**src/rtl/glitch_sequencer.sv**
```systemverilog
`default_nettype none
// ============================================================================
// Module      : glitch_sequencer
// Description : Arms on request, clears and enables an external event counter,
//               waits for a synchronised trigger edge, then emits a delayed
//               train of glitch pulses with programmable width, gap and count.
// Revision    : 1.0 - initial release
// ============================================================================
module glitch_sequencer #(
  parameter int WIDTH  = 32,
  parameter int RWIDTH = 8
) (
  input  logic              clk_i,
  input  logic              rst_ni,
  input  logic              arm_i,
  input  logic              abort_i,
  input  logic              trigger_i,
  input  logic [WIDTH-1:0]  delay_i,
  input  logic [WIDTH-1:0]  width_i,
  input  logic [WIDTH-1:0]  gap_i,
  input  logic [RWIDTH-1:0] repeat_i,
  output logic              counter_rst_o,
  output logic              counter_en_o,
  output logic              glitch_o,
  output logic              busy_o,
  output logic              done_o,
  output logic [2:0]        state_o
);

  typedef enum logic [2:0] {
    S_IDLE      = 3'd0,
    S_CLEAR     = 3'd1,
    S_WAIT_TRIG = 3'd2,
    S_DELAY     = 3'd3,
    S_PULSE     = 3'd4,
    S_GAP       = 3'd5,
    S_DONE      = 3'd6,
    S_BAD       = 3'd7
  } state_t;

  localparam logic [WIDTH-1:0]  C_ONE_W = WIDTH'(1);
  localparam logic [RWIDTH-1:0] C_ONE_R = RWIDTH'(1);

  state_t             r_state;
  logic [WIDTH-1:0]   r_cnt;
  logic [WIDTH-1:0]   r_delay;
  logic [WIDTH-1:0]   r_width;
  logic [WIDTH-1:0]   r_gap;
  logic [RWIDTH-1:0]  r_rem;
  logic               r_glitch;
  logic               r_done;
  logic               r_crst;
  logic               r_cen;

  logic               r_trig_s1;
  logic               r_trig_s2;
  logic               r_trig_s3;
  logic               w_trig_rise;

  logic [WIDTH-1:0]   w_width_eff;
  logic [WIDTH-1:0]   w_gap_eff;

  // Zero width/gap are treated as one cycle so a pulse or gap is never skipped.
  assign w_width_eff = (r_width == '0) ? C_ONE_W : r_width;
  assign w_gap_eff   = (r_gap   == '0) ? C_ONE_W : r_gap;

  // Two-flop synchroniser for the asynchronous trigger, third flop for edge detect.
  always_ff @(posedge clk_i or negedge rst_ni) begin
    if (!rst_ni) begin
      r_trig_s1 <= 1'b0;
      r_trig_s2 <= 1'b0;
      r_trig_s3 <= 1'b0;
    end else begin
      r_trig_s1 <= trigger_i;
      r_trig_s2 <= r_trig_s1;
      r_trig_s3 <= r_trig_s2;
    end
  end

  // A level held high produces no rise because s2 and s3 agree.
  assign w_trig_rise = r_trig_s2 & ~r_trig_s3;

  // Sequencer: outputs are registered alongside the state so they change on
  // the same edge the state does (glitch_o rises as PULSE is entered).
  always_ff @(posedge clk_i or negedge rst_ni) begin
    if (!rst_ni) begin
      r_state  <= S_IDLE;
      r_cnt    <= '0;
      r_delay  <= '0;
      r_width  <= '0;
      r_gap    <= '0;
      r_rem    <= '0;
      r_glitch <= 1'b0;
      r_done   <= 1'b0;
      r_crst   <= 1'b1;
      r_cen    <= 1'b0;
    end else begin
      r_glitch <= 1'b0;
      r_done   <= 1'b0;
      r_crst   <= 1'b0;
      r_cen    <= 1'b0;
      if (abort_i) begin
        r_state <= S_IDLE;
      end else begin
        case (r_state)
          S_IDLE: begin
            if (arm_i) begin
              r_delay <= delay_i;
              r_width <= width_i;
              r_gap   <= gap_i;
              r_rem   <= (repeat_i == '0) ? C_ONE_R : repeat_i;
              r_state <= S_CLEAR;
              r_crst  <= 1'b1;
            end
          end
          S_CLEAR: begin
            r_state <= S_WAIT_TRIG;
            r_cen   <= 1'b1;
          end
          S_WAIT_TRIG: begin
            if (w_trig_rise) begin
              if (r_delay == '0) begin
                r_state  <= S_PULSE;
                r_cnt    <= w_width_eff;
                r_glitch <= 1'b1;
              end else begin
                r_state <= S_DELAY;
                r_cnt   <= r_delay;
              end
            end else begin
              r_cen <= 1'b1;
            end
          end
          S_DELAY: begin
            if (r_cnt <= C_ONE_W) begin
              r_state  <= S_PULSE;
              r_cnt    <= w_width_eff;
              r_glitch <= 1'b1;
            end else begin
              r_cnt <= r_cnt - C_ONE_W;
            end
          end
          S_PULSE: begin
            if (r_cnt <= C_ONE_W) begin
              r_rem <= (r_rem == '0) ? '0 : (r_rem - C_ONE_R);
              if (r_rem > C_ONE_R) begin
                r_state <= S_GAP;
                r_cnt   <= w_gap_eff;
              end else begin
                r_state <= S_DONE;
                r_done  <= 1'b1;
              end
            end else begin
              r_cnt    <= r_cnt - C_ONE_W;
              r_glitch <= 1'b1;
            end
          end
          S_GAP: begin
            if (r_cnt <= C_ONE_W) begin
              r_state  <= S_PULSE;
              r_cnt    <= w_width_eff;
              r_glitch <= 1'b1;
            end else begin
              r_cnt <= r_cnt - C_ONE_W;
            end
          end
          S_DONE: begin
            r_state <= S_IDLE;
          end
          default: begin
            r_state <= S_IDLE;
          end
        endcase
      end
    end
  end

  assign counter_rst_o = r_crst;
  assign counter_en_o  = r_cen;
  assign glitch_o      = r_glitch;
  assign done_o        = r_done;
  assign busy_o        = (r_state != S_IDLE);
  assign state_o       = r_state;

endmodule
`default_nettype wire

```
**config.mk**
```make
export PLATFORM = sky130hd
export DESIGN_NAME = glitch_sequencer
export DESIGN_NICKNAME = d
export VERILOG_FILES = /design/src/rtl/glitch_sequencer.sv
export SDC_FILE = /design/constraint.sdc
export NUM_CORES = 1
export LEC_CHECK = 0
export BUFFER_PORTS_ARGS = -buffer_cell sky130_fd_sc_hd__buf_2
export CORE_MARGIN = 5
export CORE_UTILIZATION = 50
export DETAILED_ROUTE_END_ITERATION = 8
export GPL_ROUTABILITY_DRIVEN = 0
export GPL_TIMING_DRIVEN = 1
export PLACE_DENSITY = 0.72
export SLEW_MARGIN = 20
export SYNTH_ARGS = -nofsm -noshare
export SYNTH_HDL_FRONTEND = slang
export SYNTH_SLANG_ARGS = --single-unit
```
**constraint.sdc**
```tcl
create_clock -name clk_i -period 4.51 [get_ports clk_i]
set_input_delay 0 -clock clk_i [delete_from_list [all_inputs] [get_ports clk_i]]
set_output_delay 0 -clock clk_i [all_outputs]
set_load 0.02 [all_outputs]
```
Yosys cells after proc, flatten, opt, wreduce, memory -nomap -nowiden
Index checks and enable logic that the tools add are counted.
{ "op_classes": {"n_addsub": 2, "order_cmp": 2, "eq_ne": 13, "n_mux": 37, "bitwise": 3, "n_reduce_logical": 14} }
{ "op_table": {"columns": ["op", "count"], "rows": [
  ["32-bit two-way mux", 7],
  ["32-bit zero test", 3],
  ["32-bit one-hot mux with 3 select lines", 1],
  ["32-bit by 1-bit less-or-equal comparator with 1-bit output (second input constant)", 1],
  ["8-bit two-way mux", 4],
  ["32-bit by 1-bit subtractor with 32-bit output (second input constant)", 1],
  ["3-bit two-way mux", 6],
  ["8-bit zero test", 2],
  ["8-bit one-hot mux with 2 select lines", 1],
  ["3-bit one-hot mux with 5 select lines", 1],
  ["1-bit two-way mux", 14],
  ["3-bit inequality test (second input constant)", 4],
  ["4-bit AND reduction", 3],
  ["8-bit by 1-bit greater-than comparator with 1-bit output (second input constant)", 1],
  ["8-bit by 1-bit subtractor with 8-bit output (second input constant)", 1],
  ["3-bit by 2-bit == test with 1-bit output (second input constant)", 2],
  ["3-bit == test (second input constant)", 2],
  ["2-bit inequality test (second input constant)", 3],
  ["3-bit nonzero test", 2],
  ["3-bit by 1-bit == test with 1-bit output (second input constant)", 1],
  ["3-bit zero test", 1],
  ["3-bit by 1-bit inequality test with 1-bit output (second input constant)", 1],
  ["1-bit one-hot mux with 3 select lines", 1],
  ["3-bit AND reduction", 1],
  ["6 further kinds", 7]
]} }
{ "word_totals": {"register_bits": 146, "output_inout_bits": 8} }

Logic depth before layout (Yosys ltp)
Gate-level depths: netlist of run 1.
{ "depth": {"word_depth": 5, "ltp_mapped": 11} }

Worst setup path before layout of run 1
No wires, ideal clock.
{ "synth_timing": {"kind": "register to register", "startpoint": "register r_cnt[18]", "endpoint": "register r_cnt[4]", "arrival_time_ns": 2.441, "required_ns": 4.392, "slack_ns": 1.951, "stages_incl_launch_ff": 10, "period_less_slack_ns": 2.559, "path_cell_list": "dfrtp_1 or4_4 or3_4 nor4_4 buf_6 nor2_4 buf_6 a222oi_1 a21oi_1 a21o_1"} }
{ "synth_between": {"elab_chain_cells": 3, "word_cells_on_any_way": 6, "classes_between": "1 x order compare; 1 x eq/ne; 3 x mux; 1 x reduce/logical"} }
{ "synth_lines": {"columns": ["item", "line_no", "rtl"], "rows": [
  ["from (decl)", "45", "logic [WIDTH-1:0] r_cnt;"],
  ["from (signal assigned)", "124", "r_cnt <= w_width_eff;"],
  ["from (signal assigned)", "128", "r_cnt <= r_delay;"],
  ["from (signal assigned)", "137", "r_cnt <= w_width_eff;"],
  ["32-bit by 1-bit less-or-equal comparator with 1-bit output (*)", "135, 144, 159", null],
  ["3-bit inequality test (no source line), or another cell as far along", null, null],
  ["4-bit AND reduction (no source line) / 32-bit one-hot mux with 3 select lines (equally long branches)", null, null]
]} }
Mark *: on every way between the ends. The rest lies on a longest branch, timed or not.
A chain may end at the register's enable or synchronous reset.

Worst setup path in the final report of run 1
{ "layout_timing": {"startpoint": "register r_cnt[6]", "endpoint": "register r_cnt[21]"} }
{ "layout_between": {"elab_chain_cells": 3, "word_cells_on_any_way": 7, "classes_between": "1 x add/sub; 1 x order compare; 1 x eq/ne; 3 x mux; 1 x reduce/logical"} }
{ "layout_lines": {"columns": ["item", "line_no"], "rows": [
  ["32-bit by 1-bit subtractor with 32-bit output / 32-bit by 1-bit less-or-equal comparator with 1-bit output (equally long branches)", null],
  ["32-bit two-way mux, or another cell as far along", "135, 159"],
  ["32-bit one-hot mux with 3 select lines / 4-bit AND reduction (equally long branches)", null]
]} }
Parallel ways exist; a longest one is shown, timed or not.

==> results of run 1 <==
-- power by group through the flow --
stage	Combinational [uW]	Clock, uW	Sequential (uW)
floorplan	1260	0	2350
global placement	1600	0	2590
detailed placement	1640	0	2610
CTS	1720	1520	2600
global route	1970	1580	2690
finish	1740	1510	2620
-- cell families after synthesis --
| kind of cell | after synthesis |
|---|---|
| flip-flops | 146 |
| adder cells (fa/ha/maj) | 4 |
| AO/OA/AOI/OAI | 174 |
| AND/OR/NAND/NOR | 485 |
| buffers and inverters | 59 |
| XOR/XNOR | 11 |
| multiplexers | 1 |
-- per-stage QoR --
stage	hold WS [ns]	utilization	area, um^2
floorplan	-0.296	-	7350
global placement	-0.0128	0.558	8070
detailed placement	-0.0216	0.558	8070
CTS	0.0252	0.674	9760
global route	0.0654	0.674	9760
finish	0.0250	0.674	9760
-- worst reg2reg max path, stage by stage, from the launching register on --
cell and delay, ns:
dfrtp_1 0.43, or4_1 0.67, nor4_1 0.33, nand4b_1 0.27
nor3_4 0.65, a22oi_1 0.24, o211ai_1 0.17, a22o_1 0.19
-- routing by layer --
metal / GRT usage / up-vias / share of wire
li1: - / 3482 / -
met1: 0.353 / 3505 / 0.43
met2: 0.417 / 312 / 0.47
met3: 0.0791 / 62 / 0.075
met4: 0.0999 / 0 / 0.030
met5: 0 / - / 0
-- final cells by class --
cell class | instances | share of cell area
inverters | 10 | 0.00385
multi-input cells | 675 | 0.354
clock buffers | 21 | 0.0482
flip-flops and latches | 146 | 0.374
clock inverters | 8 | 0.0158
well taps | 184 | 0.0236
repair buffers | 236 | 0.180
-- path summary, 6_finish.rpt --
check | to | slack (ns) | depth (start not counted)
max | r_cnt[21]$_DFFE_PN0P_ | 1.49 | 7
max reg2reg | r_cnt[21]$_DFFE_PN0P_ | 1.49 | 7
min reg2reg | r_trig_s2$_DFF_PN0_ | 0.37 | 0
max in group asynchronous | r_width[21]$_DFFE_PN0P_ | 3.40 | 3
min in group asynchronous | r_rem[4]$_DFFE_PN0P_ | 0.09 | 2
min | r_rem[0]$_DFFE_PN0P_ | 0.03 | 5
-- layout by cell type, fill, tap and decap left out, drive strengths merged, types with 6 or more instances in the layout --
master,count
dfrtp,145
o32a,7
a221oi,15
nor2,56
o21ai,36
o31a,8
xor2,6
or3,9
a31oi,10
inv,10
a21oi,42
a22oi,13
nor3,20
dlygate4sd3,106
clkbuf,21
nand2,331
nor4,40
buf,130
-- state kept, by name, summed over array words and instances, names as in the netlist --
register,flops
r_gap,32
r_trig_s1,1
state_o,3
glitch_o,1
counter_en_o,1
r_delay,32
r_width,32
r_cnt,32
counter_rst_o,1
r_trig_s2,1
r_trig_s3,1
done_o,1
r_rem,8
==> flow_summary.yaml, run 1 <==
cts:
  cts_resized: 0
  cts_setup_buffers: 0
  cts_tree: "done"
  ctsHoldBuffers: 106
  htree_levels: 4
  clk_pin_slew_ns: 0.06
  cts_buffer_depth: 2
  clock-sinks: 146
  worstSkewPairLatency_ns: 0.43
  clockRootBuffer: "clkbuf_16"
  numCtsBuffers: 17
final_layout:
  diodes: 0
  multi_input_area_um2: 3460
  final-instance-count-excl-fill: 1280
  seq_area_um2: 3650
  post_route_cells_drive_above_1_share: 0.155
  nets: 1199
  n_fill_cell: 1137
  synthToLayoutAreaGrowth_pct: 32.8
power:
  clkPwrFrac: 0.257
  power.internal_uw: 3620
  ir_worst_vdd_v: 0.000378
  leakage_uw: 0.00464
  p_total_uw: 5870
  powerDensity_nw_per_um2: 601
  power.share.sequential: 0.447
  switchingPower_uw: 2250
  p_sw_frac: 0.384
  p_comb_frac: 0.296
yosys:
  synth-simple-area-share: 0.286
  synth-edff-count: 0
  synth_top_family_by_area: "simple AND/OR/NAND/NOR gates"
  synth.avg_cell_area_um2: 8.35
  ys_ff_latch: 146
  netlist_area_um2: 7350
  yosysTopAreaCellShare: 0.494
  synth_fp_nets: 993
  synth_adder_area_share: 0.00681
  yosysTopAreaCell: "dfrtp_1"
  ys_types: 58
  ys_top_cells_by_count: "nand2_1, dfrtp_1, nor2_1, a21oi_1, nor4_1"
  synth.most_common_cell: "nand2_1"
  ys.flop_type: "dfrtp_1"
  synth_xor_area_frac: 0.0131
  synthArstFlopShare: 1.00
  synth-warning-count: 0
  synth_compound_area_frac: 0.161
  synth_cells: 880
  yosysSeqAreaShare: 0.497
  synth_area_leaders: "dfrtp_1, nand2_1, nor4_1"
  synth_mux_area_frac: 0.00153
place:
  hpwl_mm: 14.7
  io_buffer_count: 116
  placed_cells: 1145
  place_ws_ns: 1.53
sta:
  slew_viol_final: 0
  period_share: 0.670
  grt_setup_unrepaired: "false"
  setup_tns_ns: 0
  tightest_slew_ns: 1.12
  hold_viol_final: 0
  slew_headroom: 0.251
  finalWorstSetupSlack_ns: 1.49
  setup_viol: 0
  max_freq_mhz: 331
  finClkSkew_ns: 0.00747
  fin_crit_ns: 3.02
floorplan:
  fp.dieH_um: 131
  dieArea_um2: 17200
  core_area_um2: 14500
  num_rows: 44
  die_w_um: 131
  start_util: 0.507
  ioPinCount: 117
setup_path:
  critPathKind: "reg -> reg"
  endpoint_kind: "flop"
  path_buf_inv: 0
  r2r-start: "r_cnt[6]$_DFFE_PN0P_"
  cp_slowest_cell: "or4_1"
  cp-start-kind: "flop"
  worstSetupStartpoint: "r_cnt[6]$_DFFE_PN0P_"
  crit_fanout: 16
  cp_top_family: "simple AND/OR/NAND/NOR gates"
  path_cells: "or4_1 -> nor4_1 -> nand4b_1 -> nor3_4 -> a22oi_1 -> o211ai_1 -> a22o_1"
  slowest_delay_ns: 0.67
  crit_required_ns: 4.87
  critPathArrivalTime_ns: 3.38
drt:
  dr.pass1.iters: 5
  vias: 7361
  viasPerCell: 5.75
  ant_nets: 0
  drt_drc_violations_left: 0
  drt_iter0_markers: 671
  routed_wl_mm: 22.8
  wire_per_inst_um: 17.8
hold_path:
  hp-class: "in -> reg"
  min_from: "repeat_i[0]"
global_route:
  grt_pass1_wl_mm: 37.8
  grt_pass1_vias: 7380
  track_usage: 0.267
  antenna_found_initial: 0
  grt_overflow: 0
  grt_max_degree: 98
run_status:
  status: "complete, no violations"
flow_run:
  maxCapViolations: 0
No activity file was read; power rests on OpenSTA's default activity.
==> run 2: changes to the inputs <==
- clock period: 4.51 -> 2.9 ns (I/O delays scaled with it)
==> flow_summary.yaml, run 2 (same netlist as run 1, synthesis figures left out) <==
setup_path:
  cp_top_family: "simple AND/OR/NAND/NOR gates"
  cp-start-kind: "flop"
  path_buf_inv: 1
  endpoint_kind: "flop"
  slowest_delay_ns: 0.57
  path_cells: "or4_4 -> or3_4 -> nand4b_1 -> nor3_4 -> buf_4 -> a22oi_1 -> a31oi_1"
  critPathKind: "reg -> reg"
  cp_slowest_cell: "or4_4"
  critPathArrivalTime_ns: 3.09
  crit_required_ns: 3.24
  crit_fanout: 9
sta:
  setup_tns_ns: 0
  slew_headroom: 0.365
  tightest_slew_ns: 0.953
  grt_setup_unrepaired: "false"
  fin_crit_ns: 2.75
  max_freq_mhz: 364
  finalWorstSetupSlack_ns: 0.152
  hold_viol_final: 0
  period_share: 0.947
  finClkSkew_ns: 0.00680
  setup_viol: 0
  slew_viol_final: 0
cts:
  clockRootBuffer: "clkbuf_16"
  clock-sinks: 146
  numCtsBuffers: 17
  cts_tree: "done"
  worstSkewPairLatency_ns: 0.43
  clk_pin_slew_ns: 0.06
  cts_setup_buffers: 0
  htree_levels: 4
  cts_buffer_depth: 2
drt:
  routed_wl_mm: 23.3
  drt_iter0_markers: 796
  ant_nets: 0
  wire_per_inst_um: 18.0
  viasPerCell: 5.78
  vias: 7494
  drt_drc_violations_left: 0
  dr.pass1.iters: 5
place:
  io_buffer_count: 116
  placed_area_um2: 8200
  place_ws_ns: 0.128
  hpwl_mm: 14.7
floorplan:
  fp.dieH_um: 131
  ioPinCount: 117
  start_util: 0.507
  dieArea_um2: 17200
  num_rows: 44
  core_area_um2: 14500
  die_w_um: 131
run_status:
  status: "complete, no violations"
final_layout:
  nets: 1212
  final_util: 0.682
  most-common-layout-cells: "nand2_1, dfrtp_1, buf_2"
  design_area_um2: 9880
  mostFrequentLayoutCell: "nand2_1"
  synthToLayoutAreaGrowth_pct: 34.5
  post_route_cells_drive_above_1_share: 0.167
global_route:
  antenna_found_initial: 1
  grt_pass1_vias: 7434
  grt_overflow: 0
  grt_pass1_wl_mm: 38.3
  track_usage: 0.274
  grt_max_degree: 97
power:
  powerDensity_nw_per_um2: 927
  ir_worst_vdd_v: 0.000528
  p_total_uw: 9160
  leakage_uw: 0.00471
hold_path:
  hp-class: "in -> reg"
flow_run:
  maxCapViolations: 0
==> run 2: tightest hold or removal path, delay by kind of cell <==
family | cells | cell delay [ns]
compound gates | 3 | 0.26
buf+inv | 1 | 0.08
simple gates | 1 | 0.06
==> run 2: where the power goes <==
| part | internal [uW] | switching [uW] | leakage [uW] |
|---|---|---|---|
| logic | 1210 | 1560 | 0.00260 |
| clock network | 1400 | 883 | 0.000290 |
| registers | 2970 | 1130 | 0.00181 |
| total | 5580 | 3580 | 0.00471 |
==> run 2: routing by layer <==
layer  part of all wire  vias up  wire, um  track usage
li1                   -     3513         -            -
met1               0.42     3561      9720        0.361
met2               0.47      351     11000        0.431
met3              0.081       69      1890       0.0749
met4              0.031        0       727        0.106
met5                  0        -         0            0
==> run 2: final cells by class <==
class / count / area [um^2]
multi-input combinational: 675 / 3470
fill: 1150 / 4600
clock buffer: 21 / 460
antenna: 1 / 2.50
sequential: 146 / 3650
tap: 184 / 230
inverter: 10 / 37.5
timing repair buffer: 249 / 1880
clock inverter: 11 / 153
==> run 2: path summary, 6_finish.rpt <==
path | from | end | slack (ns) | cells past startpoint
worst max-delay path | r_cnt[18]$_DFFE_PN0P_ | r_cnt[12]$_DFFE_PN0P_ | 0.15 | 7
worst max register to register | r_cnt[18]$_DFFE_PN0P_ | r_cnt[12]$_DFFE_PN0P_ | 0.15 | 7
worst min register to register | r_trig_s1$_DFF_PN0_ | r_trig_s2$_DFF_PN0_ | 0.36 | 0
worst min-delay path | repeat_i[0] | r_rem[0]$_DFFE_PN0P_ | 0.02 | 5
min in group asynchronous | rst_ni | r_rem[4]$_DFFE_PN0P_ | 0.16 | 2
max in group asynchronous | rst_ni | r_width[23]$_DFFE_PN0P_ | 1.94 | 3
==> run 2: timing repair <==
item,in CTS,in global routing
hold buffers,106,0
gates resized for setup,0,1
setup endpoints to repair,0,4
hold endpoints to repair,181,0
==> run 2: through the flow <==
step,hold WS (ns),std cells
2_1_floorplan,-0.296,880
3_3_place_gp,0.0793,1158
3_5_place_dp,0.0761,1158
4_1_cts,0.000688,1296
5_1_grt,0.0521,1297
6_report,0.0193,1297
